### src/rtl/beat_scheduler.sv
// Round sequencer for the rhythm game: spawns circles into 4 shared slots on a
// frame-tick schedule, ages them, and folds hits and misses into health.
module beat_scheduler #(
  parameter int NUM_BEATS     = 4,
  parameter int BEAT_INTERVAL = 30,
  parameter int LIFETIME      = 90,
  parameter int HEALTH_MAX    = 8,
  parameter int PASS_HEALTH   = 2
) (
  input  logic       Clk,
  input  logic       Reset,
  input  logic       start,
  input  logic       abort,
  input  logic       frame_tick,
  input  logic       hit,
  input  logic [1:0] hit_slot,
  output logic       spawn,
  output logic [1:0] spawn_slot,
  output logic [1:0] circletype,
  output logic [3:0] slot_active,
  output logic [3:0] health,
  output logic [3:0] hits,
  output logic [3:0] misses,
  output logic       busy,
  output logic       done,
  output logic       pass
);

  localparam int IW = (BEAT_INTERVAL > 1) ? $clog2(BEAT_INTERVAL) : 1;
  localparam logic [IW-1:0] INTERVAL_RELOAD = IW'(BEAT_INTERVAL - 1);
  localparam logic [7:0]    LIFE_INIT       = 8'(LIFETIME);
  localparam logic [4:0]    LAST_BEAT       = 5'(NUM_BEATS - 1);
  localparam logic [3:0]    HEALTH_INIT     = 4'(HEALTH_MAX);
  localparam logic [3:0]    PASS_LEVEL      = 4'(PASS_HEALTH);

  typedef enum logic [1:0] {S_IDLE, S_RUN, S_DRAIN, S_DONE} state_t;

  state_t          state_q, state_d;
  logic [4:0]      beat_idx_q, beat_idx_d;
  logic [IW-1:0]   interval_q, interval_d;
  logic [3:0][7:0] life_q, life_d;
  logic [3:0]      slot_active_q, slot_active_d;
  logic [3:0]      health_q, health_d;
  logic [3:0]      hits_q, hits_d;
  logic [3:0]      misses_q, misses_d;
  logic            spawn_q, spawn_d;
  logic [1:0]      spawn_slot_q, spawn_slot_d;
  logic [1:0]      circletype_q, circletype_d;
  logic            pass_q, pass_d;

  logic              playing, attempt, last_attempt, slot_free, hit_cnt;
  logic [1:0]        free_slot;
  logic [3:0]        hit_vec, expire_vec, miss_vec, alloc_vec;
  logic [2:0]        miss_cnt;
  logic [4:0]        hits_sum, misses_sum;
  logic signed [5:0] health_sum;
  logic [3:0]        health_clamped;

  assign playing      = (state_q == S_RUN) || (state_q == S_DRAIN);
  assign attempt      = (state_q == S_RUN) && frame_tick && (interval_q == '0);
  assign last_attempt = attempt && (beat_idx_q == LAST_BEAT);

  // Allocation looks only at the registered flags, so a slot freed this cycle stays unused.
  always_comb begin
    free_slot = 2'd0;
    slot_free = 1'b0;
    for (int i = 3; i >= 0; i--) begin
      if (!slot_active_q[i]) begin
        free_slot = 2'(i);
        slot_free = 1'b1;
      end
    end
  end

  for (genvar gi = 0; gi < 4; gi++) begin : g_slot
    assign hit_vec[gi]    = playing & hit & (hit_slot == 2'(gi)) & slot_active_q[gi];
    assign expire_vec[gi] = playing & frame_tick & slot_active_q[gi] & (life_q[gi] == 8'd1);
    assign miss_vec[gi]   = expire_vec[gi] & ~hit_vec[gi];
    assign alloc_vec[gi]  = attempt & slot_free & (free_slot == 2'(gi));
  end

  assign hit_cnt = |hit_vec;

  always_comb begin
    miss_cnt = {2'b00, attempt & ~slot_free};
    for (int i = 0; i < 4; i++) begin
      miss_cnt = miss_cnt + {2'b00, miss_vec[i]};
    end
  end

  assign hits_sum   = {1'b0, hits_q} + {4'b0000, hit_cnt};
  assign misses_sum = {1'b0, misses_q} + {2'b00, miss_cnt};
  assign health_sum = $signed({2'b00, health_q}) + $signed({5'b00000, hit_cnt})
                    - $signed({3'b000, miss_cnt});

  always_comb begin
    if (health_sum < 6'sd0) begin
      health_clamped = 4'd0;
    end else if (health_sum > $signed({2'b00, HEALTH_INIT})) begin
      health_clamped = HEALTH_INIT;
    end else begin
      health_clamped = health_sum[3:0];
    end
  end

  always_comb begin
    state_d       = state_q;
    beat_idx_d    = beat_idx_q;
    interval_d    = interval_q;
    life_d        = life_q;
    slot_active_d = slot_active_q;
    health_d      = health_q;
    hits_d        = hits_q;
    misses_d      = misses_q;
    spawn_d       = 1'b0;
    spawn_slot_d  = spawn_slot_q;
    circletype_d  = circletype_q;
    pass_d        = pass_q;

    if (abort && state_q != S_IDLE) begin
      state_d       = S_IDLE;
      slot_active_d = 4'b0000;
      pass_d        = 1'b0;
    end else if (start && (state_q == S_IDLE || state_q == S_DONE)) begin
      state_d       = S_RUN;
      beat_idx_d    = 5'd0;
      interval_d    = '0;
      health_d      = HEALTH_INIT;
      hits_d        = 4'd0;
      misses_d      = 4'd0;
      slot_active_d = 4'b0000;
      pass_d        = 1'b0;
    end else if (playing) begin
      slot_active_d = (slot_active_q & ~hit_vec & ~expire_vec) | alloc_vec;
      for (int i = 0; i < 4; i++) begin
        if (alloc_vec[i]) begin
          life_d[i] = LIFE_INIT;
        end else if (frame_tick && slot_active_q[i]) begin
          life_d[i] = life_q[i] - 8'd1;
        end
      end
      hits_d   = hits_sum[4] ? 4'd15 : hits_sum[3:0];
      misses_d = misses_sum[4] ? 4'd15 : misses_sum[3:0];
      health_d = health_clamped;
      if (attempt && slot_free) begin
        spawn_d      = 1'b1;
        spawn_slot_d = free_slot;
        circletype_d = beat_idx_q[1:0];
      end
      if (attempt) begin
        beat_idx_d = beat_idx_q + 5'd1;
        interval_d = INTERVAL_RELOAD;
      end else if (state_q == S_RUN && frame_tick) begin
        interval_d = interval_q - 1'b1;
      end
      if (health_clamped == 4'd0) begin
        state_d       = S_DONE;
        pass_d        = 1'b0;
        slot_active_d = 4'b0000;
      end else if (last_attempt) begin
        state_d = S_DRAIN;
      end else if (state_q == S_DRAIN && slot_active_q == 4'b0000) begin
        state_d = S_DONE;
        pass_d  = (health_q >= PASS_LEVEL);
      end
    end
  end

  always_ff @(posedge Clk) begin
    if (Reset) begin
      state_q       <= S_IDLE;
      beat_idx_q    <= 5'd0;
      interval_q    <= '0;
      life_q        <= '0;
      slot_active_q <= 4'b0000;
      health_q      <= HEALTH_INIT;
      hits_q        <= 4'd0;
      misses_q      <= 4'd0;
      spawn_q       <= 1'b0;
      spawn_slot_q  <= 2'd0;
      circletype_q  <= 2'd0;
      pass_q        <= 1'b0;
    end else begin
      state_q       <= state_d;
      beat_idx_q    <= beat_idx_d;
      interval_q    <= interval_d;
      life_q        <= life_d;
      slot_active_q <= slot_active_d;
      health_q      <= health_d;
      hits_q        <= hits_d;
      misses_q      <= misses_d;
      spawn_q       <= spawn_d;
      spawn_slot_q  <= spawn_slot_d;
      circletype_q  <= circletype_d;
      pass_q        <= pass_d;
    end
  end

  assign spawn       = spawn_q;
  assign spawn_slot  = spawn_slot_q;
  assign circletype  = circletype_q;
  assign slot_active = slot_active_q;
  assign health      = health_q;
  assign hits        = hits_q;
  assign misses      = misses_q;
  assign busy        = playing;
  assign done        = (state_q == S_DONE);
  assign pass        = pass_q;

endmodule
### config.mk
export PLATFORM = sky130hd
export DESIGN_NAME = beat_scheduler
export DESIGN_NICKNAME = d
export VERILOG_FILES = /design/src/rtl/beat_scheduler.sv
export SDC_FILE = /design/constraint.sdc
export NUM_CORES = 1
export LEC_CHECK = 0
export BUFFER_PORTS_ARGS = -buffer_cell sky130_fd_sc_hd__buf_2
export CAP_MARGIN = 5
export CELL_PAD_IN_SITES_DETAIL_PLACEMENT = 2
export CELL_PAD_IN_SITES_GLOBAL_PLACEMENT = 2
export CORE_UTILIZATION = 39
export DETAILED_ROUTE_END_ITERATION = 12
export PLACE_DENSITY_LB_ADDON = 0.08
export SLEW_MARGIN = 5
export SYNTH_ARGS = -nofsm -noshare
export SYNTH_HDL_FRONTEND = slang
export SYNTH_SLANG_ARGS = --single-unit
### constraint.sdc
create_clock -name Clk -period 7.25 [get_ports Clk]
set_input_delay 1.0875 -clock Clk [delete_from_list [all_inputs] [get_ports Clk]]
set_output_delay 1.0875 -clock Clk [all_outputs]
set_load 0.01 [all_outputs]
==> results of run 1 <==
==> flip-flops by register name (all words and copies together), names as in the netlist <==
name and count:
state_q 2, beat_idx_q 5, interval_q 5, health 4, misses 4, spawn_slot 2, circletype 2, life_q 32
spawn 1, pass 1, hits 4, slot_active 4
==> layer usage <==
| metal | vias to the layer above | part of all wire (%) | wire (um) | global-route usage [%] |
|---|---|---|---|---|
| li1 | 1683 | - | - | - |
| met1 | 1702 | 45 | 5280 | 29.95 |
| met2 | 33 | 51 | 5982 | 43.96 |
| met3 | 14 | 2.3 | 266 | 4.417 |
| met4 | 0 | 1.3 | 148 | 6.800 |
| met5 | - | 0 | 0 | 0 |
==> layout by cell type, fill, tap and decap left out, types with 3 or more instances in the layout <==
| cell type | netlist | layout |
|---|---|---|
| a211oi_1 | 4 | 4 |
| a21o_1 | 3 | 3 |
| a21oi_1 | 48 | 48 |
| a22o_1 | 4 | 4 |
| a31oi_1 | 3 | 3 |
| and2_1 | 7 | 7 |
| and3_1 | 5 | 5 |
| buf_2 | 1 | 31 |
| buf_4 | 0 | 3 |
| clkbuf_8 | 0 | 11 |
| dfxtp_1 | 66 | 66 |
| fa_1 | 4 | 4 |
| ha_1 | 29 | 29 |
| inv_1 | 27 | 27 |
| nand2_1 | 31 | 31 |
| nand2b_1 | 9 | 9 |
| nand3_1 | 9 | 9 |
| nand4_1 | 8 | 8 |
| nor2_1 | 37 | 37 |
| nor2b_1 | 10 | 10 |
| nor3_1 | 20 | 20 |
| nor3_2 | 3 | 3 |
| nor3b_1 | 4 | 4 |
| nor4_1 | 13 | 13 |
| o21ai_0 | 19 | 19 |
| o21ai_1 | 3 | 3 |
| o22ai_1 | 3 | 3 |
| o31ai_1 | 3 | 3 |
| or3_1 | 8 | 8 |
| or4_1 | 3 | 3 |
| xnor2_1 | 20 | 20 |
| xor2_1 | 12 | 12 |
==> worst max-delay path by stage <==
| stage | start | to | slack (ns) |
|---|---|---|---|
| CTS | state_q[0]$_SDFFE_PP0P_ | health[1]$_SDFFE_PP0P_ | 1.64 |
| global route | state_q[0]$_SDFFE_PP0P_ | health[1]$_SDFFE_PP0P_ | 1.29 |
| floorplan | frame_tick | health[1]$_SDFFE_PP0P_ | 2.22 |
| global placement | frame_tick | slot_active[2]$_SDFFE_PP0N_ | 1.96 |
| detailed placement | frame_tick | state_q[1]$_SDFFE_PP0P_ | 1.74 |
| finish | state_q[0]$_SDFFE_PP0P_ | health[1]$_SDFFE_PP0P_ | 1.64 |
==> cell families (layout without fill, tap and decap cells) <==
kind of cell	Yosys count	in the layout
simple gates	179	179
compound gates	102	102
flops	66	66
buf+inv	46	75
fa+ha+maj	33	33
xor+xnor	32	32
mux	2	2
==> worst reg2reg max path, delay by kind of cell, from the launching register on <==
kind | cells | cell delay, ns
xor+xnor | 1 | 0.25
simple gates | 6 | 1.71
flops | 1 | 0.40
compound gates | 2 | 0.28
buf+inv | 3 | 0.24
fa+ha+maj | 6 | 2.65
==> cell type report <==
cell class | count | area, um^2
clock buffers | 11 | 151.4
clock inverters | 3 | 40.04
fillers | 1114 | 5070
inverters | 27 | 101.3
multi-input cells | 348 | 2349
flip-flops and latches | 66 | 1321
well taps | 129 | 161.4
repair buffers | 34 | 177.7
==> report_power, final <==
part,switching [uW],internal [uW]
clock,152,173
sequential,5.74,367
combinational,49.7,21.6
==> per-stage QoR <==
step / power (uW) / util, % / cells / hold WS (ns) / cell area (um^2)
after CTS: 779.0 / 45.90 / 618 / 0.4803 / 4302
after global routing: 798.2 / 45.90 / 618 / 0.4946 / 4302
final: 768.8 / 45.90 / 618 / 0.4717 / 4302
after detailed placement: 453.0 / 43.86 / 604 / 0.4652 / 4110
after global placement: 450.1 / 43.86 / 604 / 0.4427 / 4110
after floorplan: 428.1 / - / 460 / 0.4625 / 3844
==> out/results.ini, run 1 <==
[run_status]
status = complete, no violations

[global_routing]
grt_usage_pct = 24.49
overflow = 0
grt_max_degree = 61
antenna_found_initial = 0
grt_pass1_wl_um = 19310
grt_pass1_vias = 3673

[critical_path]
cp_max_fo = 15
cp.depth = 18
crit_path_end_kind = register
reg2reg_from = state_q[0]$_SDFFE_PP0P_
cp_cell_sequence = inv_1 > ha_1 > nand2_1 > nor4_1 > nor2b_1 > fa_1 > fa_1 > ha_1 > inv_1 > ha_1 > inv_1 > fa_1 > nor2b_1 > o31ai_1 > xnor2_1 > nand2_1 > or4_1 > a21oi_1
cp.required_ns = 7.52
cp_top_family = adder cells
crit-reg2reg-capture = health[1]$_SDFFE_PP0P_
critPathBufInv = 3
start_kind = register
r2r_slack_ns = 1.64
reg2reg_depth = 18
max_stage_delay_ns = 0.60
worstPathArrival_ns = 5.88
critPathSlowestCell = ha_1
crit_type = reg -> reg

[synth]
syn_area_mm2 = 0.003844
async_flop_share_pct = 0
synth_compound_area_share_pct = 16.37
seq_area_frac_synth_pct = 34.38
synth_top_family_by_area = simple AND/OR/NAND/NOR gates
synth_edf_count = 0
synthFlopType = dfxtp_1
synth_cell_types = 51
synth_top_area_share_pct = 34.38
synthTopCellsByArea = dfxtp_1 (34%), ha_1 (9.4%), a21oi_1 (6.3%)
yosys.area.top_type = dfxtp_1
synthMuxAreaShare_pct = 0.5208
synth_fp_nets = 501
synth_xor_area_share_pct = 7.292
synthTopCellsByCount = dfxtp_1 (66), a21oi_1 (48), nor2_1 (37), nand2_1 (31), ha_1 (29)
synthSimpleGateAreaFrac_pct = 25.39
synth_most_common_cell = dfxtp_1
yosys_warnings = 0
synthCells = 460
synthAdderAreaFrac_pct = 11.52
synth-seq-cells = 66
syn_avg_cell_area_um2 = 8.356

[floorplan]
die_width_um = 101.3
design.core.area_mm2 = 0.009371
die_y_um = 101.3
rows = 35
io_pins = 32
start_util_pct = 41.01
die_area_mm2 = 0.01026

[timing]
slew_viol_final = 0
hold_violations = 0
post-route-period-util_pct = 77.43
worst_pin_slew_ns = 0.9418
max_clock_freq_mhz = 178.1
fin_skew_ns = 0.009378
setup_violations = 0
rsz0062_at_grt = false
totalNegativeSetupSlack_ns = 0
fin_crit_ns = 5.614
timing.final.ws_setup_ns = 1.636
slew_headroom_pct = 36.63

[place]
io_buffers = 31
pre_cts_slack_ns = 1.740
gp_congestion = 0.7955
hpwlAfterDp_um = 8560

[worst_hold_path]
hold_depth = 2
min_to = spawn_slot[0]$_SDFFE_PP0P_
hp-class = reg -> reg
holdCritStartpoint = spawn_slot[0]$_SDFFE_PP0P_

[finish]
nets = 527
area_delta_synth_final_pct = 11.91
drive_gt1_share_pct = 12.47
n_antenna_cell = 0

[cts]
clock_latency_ns = 0.35
clock_path_buffers = 2
ctsHoldBuffers = 0
h-tree-depth = 3
cts_sinks = 66
numCtsBuffers = 9
cts_tree = built
cts_setup_buffers = 0
path_clk_slew_ns = 0.08
cts-resized-gates = 0
root_buffer = clkbuf_8

[drt]
drt-initial-drc-count = 77
wl_per_cell_um = 18.90
viasPerCell = 5.553
vias = 3432
ant_nets = 0
wirelength_um = 11680
drc = 0
drt_first_pass_iters = 4

[power_and_ir_drop]
power_leakage_uw = 0.001676
vdd_ir_drop_max_uv = 88.92
power_density_mw_per_mm2 = 178.7

[run]
maxCapViolCount = 0

No activity file was read; power rests on OpenSTA's default activity.
==> inputs of run 2 (changes only) <==
--- a/config.mk
+++ b/config.mk
@@ -9,7 +9,7 @@
 export CAP_MARGIN = 5
 export CELL_PAD_IN_SITES_DETAIL_PLACEMENT = 2
 export CELL_PAD_IN_SITES_GLOBAL_PLACEMENT = 2
-export CORE_UTILIZATION = 39
+export CORE_UTILIZATION = 33
 export DETAILED_ROUTE_END_ITERATION = 12
 export PLACE_DENSITY_LB_ADDON = 0.08
 export SLEW_MARGIN = 5
==> constraint.sdc (replaced) <==
create_clock -name Clk -period 5.1 [get_ports Clk]
set_input_delay 0.765 -clock Clk [delete_from_list [all_inputs] [get_ports Clk]]
set_output_delay 0.765 -clock Clk [all_outputs]
set_load 0.01 [all_outputs]
==> run 2 against run 1 <==
- global-route usage decreased by 3.5 points
- clock power increased by 100%
- final area rose by 7.5%
- hold slack better by 0.0097 ns
- sequential share of layout area shrank 2.1 points
- sequential power grew 42%
- maximum frequency up 17%
==> out/results.ini, run 2 (same netlist as run 1, synthesis figures left out) <==
[drt]
ant_nets = 0
viasPerCell = 5.426
drc = 0
wirelength_um = 11790
drt_first_pass_iters = 3
vias = 3478
wl_per_cell_um = 18.39
drt-initial-drc-count = 95

[power_and_ir_drop]
internal-power_uw = 973.9
power_leakage_uw = 0.001768
vdd_ir_drop_max_uv = 175.8
combPwrFrac_pct = 8.8
p_sw_uw = 323.8
clkPwrFrac_pct = 50.3
power_density_mw_per_mm2 = 280.5
swShare_pct = 24.95
p_seq_share_pct = 40.8

[global_routing]
antenna_found_initial = 0
grt_max_degree = 61
overflow = 0
grt_usage_pct = 20.98
grt_pass1_vias = 3696
grt_pass1_wl_um = 18990

[floorplan]
die_width_um = 109.9
start_util_pct = 33.81
design.core.area_mm2 = 0.01137
die_area_mm2 = 0.01208
io_pins = 32
rows = 39
die_y_um = 109.9

[cts]
clock_path_buffers = 2
root_buffer = clkbuf_16
ctsHoldBuffers = 0
path_clk_slew_ns = 0.05
clock_latency_ns = 0.35
h-tree-depth = 3
cts_sinks = 66
numCtsBuffers = 9
cts_tree = built

[critical_path]
crit_type = reg -> reg
cp_cell_sequence = or3_4 > or3_4 > nor4_4 > nor2b_4 > fa_1 > fa_2 > ha_4 > inv_1 > ha_1 > inv_1 > fa_1 > nor2b_1 > o31ai_1 > xnor2_1 > nand2_1 > or4_1 > a21oi_2
worstPathArrival_ns = 5.06
start_kind = register
cp_max_fo = 4
cp.required_ns = 5.37
max_stage_delay_ns = 0.54
crit_path_end_kind = register
critPathSlowestCell = or4_1

[timing]
post-route-period-util_pct = 93.85
holdWs_ns = 0.4815
fin_skew_ns = 0.007123
hold_violations = 0
slew_headroom_pct = 30.03
setup_violations = 0
timing.final.ws_setup_ns = 0.3138
rsz0062_at_grt = false
slew_viol_final = 0
worst_pin_slew_ns = 1.049
max_clock_freq_mhz = 208.9
fin_crit_ns = 4.786
totalNegativeSetupSlack_ns = 0

[place]
place_area_mm2 = 0.004173
io_buffers = 31
pre_cts_slack_ns = -0.2298
gp_congestion = 0.7911
hpwlAfterDp_um = 8522
place_inst = 624

[finish]
largest_register = life_q
fin_cells = 641
n_antenna_cell = 0
area_delta_synth_final_pct = 20.35
top_regs = life_q x32, beat_idx_q x5, interval_q x5
largest_reg_flops = 32
drive_gt1_share_pct = 17.47
final_cell_mix = dfxtp_1 (65), a21oi_1 (47), nor2_1 (37)
final_common_cell = dfxtp_1
nets = 535
final_area_mm2 = 0.004626

[worst_hold_path]
hp-class = reg -> reg

[run_status]
status = complete, no violations

[run]
maxCapViolCount = 0

run 2: layout make-up:
class,instances,area (um^2)
fillers,1304,6744
multi-input cells,348,2480
inverters,27,101.3
well taps,143,178.9
clock buffers,13,270.3
flip-flops and latches,66,1323
repair buffers,42,237.7
clock inverters,2,35.03
run 2: final timing paths:
check | startpoint | endpoint | cells after the start | slack (ns)
setup / recovery | life_q[26]$_SDFFE_PP0P_ | health[1]$_SDFFE_PP0P_ | 17 | 0.31
hold / removal | misses[2]$_SDFFE_PP0P_ | misses[2]$_SDFFE_PP0P_ | 2 | 0.48
setup reg to reg | life_q[26]$_SDFFE_PP0P_ | health[1]$_SDFFE_PP0P_ | 17 | 0.31
hold reg to reg | misses[2]$_SDFFE_PP0P_ | misses[2]$_SDFFE_PP0P_ | 2 | 0.48
run 2: routing by layer:
layer	part of all wire [%]	track usage, %
met3	2.4	4.209
met1	45	24.45
met5	0	0
met4	1.9	8.762
met2	51	37.14
run 2: repair_timing:
| item | 4_1_cts | 5_1_grt |
|---|---|---|
| gates resized for setup | 11 | 16 |
| buffers inserted | 0 | 2 |
| pin swaps | 0 | 3 |
| endpoints found under the setup margin | 8 | 8 |
run 2: power groups by stage:
stage | combinational (uW) | sequential [uW] | clock, uW
2_1_floorplan | 69.6 | 539 | 0
3_3_place_gp | 106 | 540 | 0
3_5_place_dp | 109 | 541 | 0
4_1_cts | 112 | 530 | 674
5_1_grt | 126 | 531 | 688
6_report | 114 | 530 | 653
run 2: critical path, delay by kind of cell (launching register included):
kind	cells	cell delay (ns)
buffers and inverters	2	0.10
XOR/XNOR	1	0.25
adder cells (fa/ha/maj)	5	1.83
AND/OR/NAND/NOR	7	1.95
AO/OA/AOI/OAI	2	0.25
flip-flops	1	0.35
run 2: stage by stage:
| stage | power (uW) | util, % |
|---|---|---|
| finish | 1298 | 40.68 |
| global placement | 645.9 | 36.70 |
| floorplan | 608.6 | - |
| global route | 1344 | 40.68 |
| CTS | 1315 | 39.91 |
| detailed placement | 649.3 | 36.70 |
